<file path="config.mk">
export PLATFORM = sky130hd
export DESIGN_NAME = bip_ctrl_seq
export DESIGN_NICKNAME = d
export VERILOG_FILES = /design/src/rtl/bip_ctrl_seq.sv
export SDC_FILE = /design/constraint.sdc
export NUM_CORES = 1
export LEC_CHECK = 0
export BUFFER_PORTS_ARGS = -buffer_cell sky130_fd_sc_hd__buf_2
export CORE_ASPECT_RATIO = 0.75
export CORE_MARGIN = 5
export CORE_UTILIZATION = 30
export DETAILED_ROUTE_END_ITERATION = 12
export MAX_ROUTING_LAYER = met4
export PLACE_DENSITY_LB_ADDON = 0.12
export SLEW_MARGIN = 20
export SYNTH_ARGS = -nofsm -noshare
export SYNTH_HDL_FRONTEND = slang
export SYNTH_SLANG_ARGS = --single-unit
</file>
<file path="constraint.sdc">
create_clock -name clk -period 2 [get_ports clk]
set_clock_uncertainty 0.05 [all_clocks]
set_input_delay 0.2 -clock clk [delete_from_list [all_inputs] [get_ports clk]]
set_output_delay 0.2 -clock clk [all_outputs]
set_load 0.02 [all_outputs]
</file>
<file path="src/rtl/bip_ctrl_seq.sv">
// bip_ctrl_seq -- control sequencer for a small accumulator CPU.
//
// Each instruction runs FETCH -> DECODE -> EXEC (three cycles). HLT parks
// the sequencer in HALT until reset.
//
// Handshake: the program memory is synchronous. imem_rd/pc_addr are
// presented in FETCH and the read data on instr is valid in the following
// cycle (DECODE), where it is latched into the instruction register.
//
// Ports:
//   clk, rst_n     clock, synchronous active-low reset
//   enable         run permission, only looked at in FETCH
//   acc_zero       accumulator == 0 flag, sampled in EXEC for BEQ/BNE
//   instr          program-memory read data, opcode in the MSBs
//   pc_addr        program-memory address (current PC)
//   imem_rd        program-memory read strobe (FETCH only)
//   operand        operand field of the latched instruction
//   sel_a, sel_b   accumulator / ALU-B source selects
//   op             ALU operation (0 SUB, 1 ADD, 2 AND, 3 XOR)
//   wr_acc, wr_ram, rd_ram   datapath strobes, one EXEC cycle wide
//   halted         high once HLT has executed
//   retired        saturating count of executed instructions
//   dbg_state      current FSM state (0 FETCH, 1 DECODE, 2 EXEC, 3 HALT)
module bip_ctrl_seq #(
    parameter int PC_W  = 11,
    parameter int OPC_W = 5,
    parameter int OPD_W = 11,
    parameter int CNT_W = 16
) (
    input  logic                   clk,
    input  logic                   rst_n,
    input  logic                   enable,
    input  logic                   acc_zero,
    input  logic [OPC_W+OPD_W-1:0] instr,
    output logic [PC_W-1:0]        pc_addr,
    output logic                   imem_rd,
    output logic [OPD_W-1:0]       operand,
    output logic [1:0]             sel_a,
    output logic                   sel_b,
    output logic [1:0]             op,
    output logic                   wr_acc,
    output logic                   wr_ram,
    output logic                   rd_ram,
    output logic                   halted,
    output logic [CNT_W-1:0]       retired,
    output logic [1:0]             dbg_state
);

    localparam int IR_W = OPC_W + OPD_W;

    localparam logic [OPC_W-1:0] OPC_HLT  = OPC_W'(0);
    localparam logic [OPC_W-1:0] OPC_STO  = OPC_W'(1);
    localparam logic [OPC_W-1:0] OPC_LD   = OPC_W'(2);
    localparam logic [OPC_W-1:0] OPC_LDI  = OPC_W'(3);
    localparam logic [OPC_W-1:0] OPC_ADD  = OPC_W'(4);
    localparam logic [OPC_W-1:0] OPC_ADDI = OPC_W'(5);
    localparam logic [OPC_W-1:0] OPC_SUB  = OPC_W'(6);
    localparam logic [OPC_W-1:0] OPC_SUBI = OPC_W'(7);
    localparam logic [OPC_W-1:0] OPC_AND  = OPC_W'(8);
    localparam logic [OPC_W-1:0] OPC_ANDI = OPC_W'(9);
    localparam logic [OPC_W-1:0] OPC_XOR  = OPC_W'(10);
    localparam logic [OPC_W-1:0] OPC_XORI = OPC_W'(11);
    localparam logic [OPC_W-1:0] OPC_JMP  = OPC_W'(12);
    localparam logic [OPC_W-1:0] OPC_BEQ  = OPC_W'(13);
    localparam logic [OPC_W-1:0] OPC_BNE  = OPC_W'(14);

    typedef enum logic [1:0] {
        S_FETCH  = 2'd0,
        S_DECODE = 2'd1,
        S_EXEC   = 2'd2,
        S_HALT   = 2'd3
    } state_t;

    state_t            state_q, state_d;
    logic [PC_W-1:0]   pc_q, pc_d;
    logic [IR_W-1:0]   ir_q, ir_d;
    logic [CNT_W-1:0]  retired_q, retired_d;

    logic [OPC_W-1:0]  opcode;
    logic              take_branch;

    assign opcode = ir_q[IR_W-1 -: OPC_W];

    always_ff @(posedge clk) begin
        if (!rst_n) begin
            state_q   <= S_FETCH;
            pc_q      <= '0;
            ir_q      <= '0;
            retired_q <= '0;
        end else begin
            state_q   <= state_d;
            pc_q      <= pc_d;
            ir_q      <= ir_d;
            retired_q <= retired_d;
        end
    end

    // Next-state, PC and IR update.
    always_comb begin
        state_d     = state_q;
        pc_d        = pc_q;
        ir_d        = ir_q;
        retired_d   = retired_q;
        take_branch = 1'b0;
        unique case (state_q)
            S_FETCH: begin
                if (enable) state_d = S_DECODE;
            end
            S_DECODE: begin
                ir_d    = instr;
                state_d = S_EXEC;
            end
            S_EXEC: begin
                take_branch = (opcode == OPC_JMP) ||
                              ((opcode == OPC_BEQ) &&  acc_zero) ||
                              ((opcode == OPC_BNE) && !acc_zero);
                // Sequential PC wraps naturally at PC_W bits.
                pc_d = take_branch ? ir_q[PC_W-1:0] : pc_q + PC_W'(1);
                if (retired_q != {CNT_W{1'b1}}) retired_d = retired_q + CNT_W'(1);
                state_d = (opcode == OPC_HLT) ? S_HALT : S_FETCH;
            end
            S_HALT: begin
                state_d = S_HALT;
            end
            default: state_d = S_FETCH;
        endcase
    end

    // Datapath strobes: only EXEC decodes the IR; every other state is quiet.
    always_comb begin
        wr_acc = 1'b0;
        wr_ram = 1'b0;
        rd_ram = 1'b0;
        sel_a  = 2'd0;
        sel_b  = 1'b0;
        op     = 2'd0;
        if (state_q == S_EXEC) begin
            case (opcode)
                OPC_STO: wr_ram = 1'b1;
                OPC_LD: begin
                    wr_acc = 1'b1;
                    rd_ram = 1'b1;
                end
                OPC_LDI: begin
                    wr_acc = 1'b1;
                    sel_a  = 2'd1;
                end
                OPC_ADD, OPC_SUB, OPC_AND, OPC_XOR: begin
                    wr_acc = 1'b1;
                    sel_a  = 2'd2;
                    rd_ram = 1'b1;
                end
                OPC_ADDI, OPC_SUBI, OPC_ANDI, OPC_XORI: begin
                    wr_acc = 1'b1;
                    sel_a  = 2'd2;
                    sel_b  = 1'b1;
                end
                default: ;
            endcase
            case (opcode)
                OPC_ADD, OPC_ADDI: op = 2'd1;
                OPC_AND, OPC_ANDI: op = 2'd2;
                OPC_XOR, OPC_XORI: op = 2'd3;
                default:           op = 2'd0;
            endcase
        end
    end

    assign pc_addr   = pc_q;
    assign imem_rd   = (state_q == S_FETCH);
    assign operand   = ir_q[OPD_W-1:0];
    assign halted    = (state_q == S_HALT);
    assign retired   = retired_q;
    assign dbg_state = state_q;

endmodule

</file>
==> impl_metrics.toml <==
[sta]
period_minus_slack_ns = 1.91
fmax_ghz = 0.524
hold-worst-slack_ns = 0.0783
fin_crit_sh_pct = 95.5
fin_tns_setup_ns = 0
rsz0062_at_grt = "false"
finalHoldViolCount = 0
slew_violations = 0
max_slew_margin_pct = 68.8
worstMarginPinSlew_ns = 0.465
setup_viol = 0

[synth]
synth_fa_ha_area_share_pct = 1.05
yosysWarnings = 0
synth_mux_area_share_pct = 1.32
synth_top_area_share_pct = 37.9
yosysSeqAreaShare_pct = 37.9
synth_compound_area_share_pct = 22.5
async_flop_share_pct = 0
synth_cells = 305
yosysTopAreaCell = "dfxtp_1"
netlist_area_um2 = 2380
synth.top_cells.by_area = "dfxtp_1, a21oi_1, nand2_1, buf_4, clkbuf_1"
syn_area_per_cell_um2 = 7.80
synth-seq-cells = 45
synth_edf_count = 0
synth_top_family_by_area = "simple AND/OR/NAND/NOR gates"
yosys.area_share.simple_pct = 29.4
yosys.area_share.xor_xnor_pct = 0.368
yosysUniqueCellTypes = 44
syn_nets = 327
ys_dominant_reg_cell = "dfxtp_1"

[global_route]
first_global_vias = 2253
track_usage_pct = 15.1
grt_pass1_wl_um = 11700
overflow = 0
grt_max_degree = 33
antenna_found_initial = 0

[placed_design]
port-buffer-count = 69
post_dp_cell_area_um2 = 2840
dp_hpwl_um = 5200
place.gp.congestion = 0.787

[floorplan]
io_pins = 70
die_y_um = 87.1
rows = 28
core-area_um2 = 7810
initial_core_util_pct = 30.4
die-width_um = 113
dieArea_um2 = 9830

[clock_network]
cts-buffers-inserted = 5
cts_tree = "done"
cts-root-buf = "clkbuf_8"
htreeDepth = 2
cts.sinks = 45
clockBufferDepth = 2
cts.clk_slew.worst_paths_ns = 0.09
post_cts_buffers = 0
clk_latency_ns = 0.30

[run]
max_cap_violations = 0

[detailed_routing]
drtIter0Drc = 150
vias = 2440
antenna_left = 0
post_drt_via_cell_ratio = 5.17
dr.pass1.iters = 4
drc = 0
routed_wirelength_um = 7240
wl_per_cell_um = 15.3

[layout]
area_delta_synth_final_pct = 25.1
design_area_um2 = 2980
fin_nets = 388
diodes = 0
drive_above_1_share_pct = 28.9

[worst_setup_path]
cp-start-kind = "flop"
crit_top_cell = "buf_4"
crit_chain = "buf_4 > nor2b_1 > buf_6 > nand2_1 > nor3_1 > buf_4"
path_max_fanout = 11
worstSetupPathType = "reg -> out"
crit_arrival_ns = 1.66
critical_path_required_ns = 1.75
cpPeakStageDelay_ns = 0.36
endpoint_kind = "primary output"
cp_slowest_cell = "dfxtp_2"

[worst_hold_path]
hp-class = "in -> reg"

[run_status]
status = "complete, no violations"

[power_and_ir_drop]
power_density_nw_per_um2 = 691
p_leak_nw = 1.19
vdd_drop_max_mv = 0.430
==> area by class of cell <==
| type | count | area [µm²] |
|---|---|---|
| fillers | 829 | 4840 |
| multi-input cells | 224 | 1310 |
| flip-flops and latches | 45 | 905 |
| repair buffers | 87 | 507 |
| well taps | 105 | 131 |
| clock buffers | 7 | 86.3 |
| clock inverters | 1 | 30.0 |
| inverters | 3 | 11.3 |
==> power breakdown <==
group | internal (mW) | switching (mW)
clock network | 0.408 | 0.323
logic | 0.134 | 0.212
registers | 0.935 | 0.0445
total | 1.48 | 0.580
==> metrics by stage <==
step           util (%)  power (mW)  worst slack [ns]  std cells
4_1_cts            37.9        2.08            0.0753        472
3_5_place_dp       36.3        1.34             0.113        464
2_1_floorplan         -        1.22            0.0338        305
5_1_grt            38.1        2.16            0.0119        472
6_report           38.1        2.06            0.0903        472
3_3_place_gp       36.3        1.34             0.140        464
==> worst max-delay path, delay by kind of cell, from the launching register on <==
| kind | cells | cell delay, ns |
|---|---|---|
| buf+inv | 3 | 0.52 |
| simple gates | 3 | 0.48 |
| flops | 1 | 0.36 |
==> cell families (layout without fill, tap and decap cells) <==
logic type	count (synthesis)	after routing
multiplexers	3	3
flip-flops	45	45
adder cells (fa/ha/maj)	2	2
XOR/XNOR	1	1
AND/OR/NAND/NOR	130	130
AO/OA/AOI/OAI	88	88
buffers and inverters	36	98
==> registers in the layout, summed over array words and instances (netlist names) <==
name,cells
retired,16
pc_addr,11
dbg_state,2
ir_q,16
==> cells in the mapped netlist, drive strengths merged, types with 2 or more instances <==
cell,count
or3,5
nand4,9
and2,3
nor2,7
o211ai,2
mux2i,2
o221a,4
clkbuf,21
nor4,3
o21ai,13
inv,3
dfxtp,45
nand2,49
buf,12
o31ai,9
and3,5
a31oi,2
nand2b,4
a21oi,45
nor2b,3
a211oi,5
nand3,12
or4,9
ha,2
a21boi,2
and4,6
nor3,8
nand3b,2
==> layout by cell type, fill, tap and decap left out, types with 3 or more instances in the layout <==
| master | Yosys | layout |
|---|---|---|
| dfxtp_1 | 45 | 42 |
| dfxtp_2 | 0 | 3 |
| and2_1 | 3 | 3 |
| o21ai_0 | 13 | 13 |
| nor3_1 | 8 | 8 |
| o31ai_1 | 9 | 9 |
| and3_1 | 5 | 5 |
| and4_1 | 6 | 6 |
| nor2b_1 | 3 | 3 |
| or4_1 | 9 | 9 |
| nor2_1 | 7 | 7 |
| clkbuf_8 | 0 | 6 |
| a21oi_1 | 45 | 45 |
| a211oi_1 | 5 | 5 |
| nand2b_1 | 3 | 3 |
| nand3_1 | 12 | 12 |
| o221a_2 | 4 | 4 |
| inv_1 | 3 | 3 |
| or3_1 | 5 | 4 |
| nand4_1 | 9 | 9 |
| buf_2 | 1 | 68 |
| nand2_1 | 49 | 49 |
| buf_4 | 11 | 16 |
==> per-layer routing <==
layer / global-route usage (%) / vias to the layer above / part of all wire, % / routed length, µm
met2: 22.1 / 55 / 42 / 3010
met5: - / - / 0 / 0
met4: 2.29 / 0 / 0.32 / 23
met1: 21.7 / 1152 / 54 / 3900
li1: - / 1231 / - / -
met3: 3.26 / 2 / 4.3 / 314
==> path summary, 6_finish.rpt <==
check | startpoint | to | slack [ns] | depth (start not counted)
setup / recovery | dbg_state[0]$_SDFFE_PN0P_ | wr_ram | 0.09 | 6
hold / removal | instr[5] | ir_q[5]$_SDFFE_PN0N_ | 0.08 | 3
setup reg to reg | retired[0]$_SDFFE_PN0P_ | retired[14]$_SDFFE_PN0P_ | 0.14 | 5
hold reg to reg | ir_q[4]$_SDFFE_PN0N_ | ir_q[4]$_SDFFE_PN0N_ | 0.43 | 2
==> timing repair <==
action | 4_1_cts | 5_1_grt
hold buffers | 0 | 0
endpoints found under the setup margin | 1 | 6
gates resized for setup | 1 | 5
(Power assumes the default switching activity.)
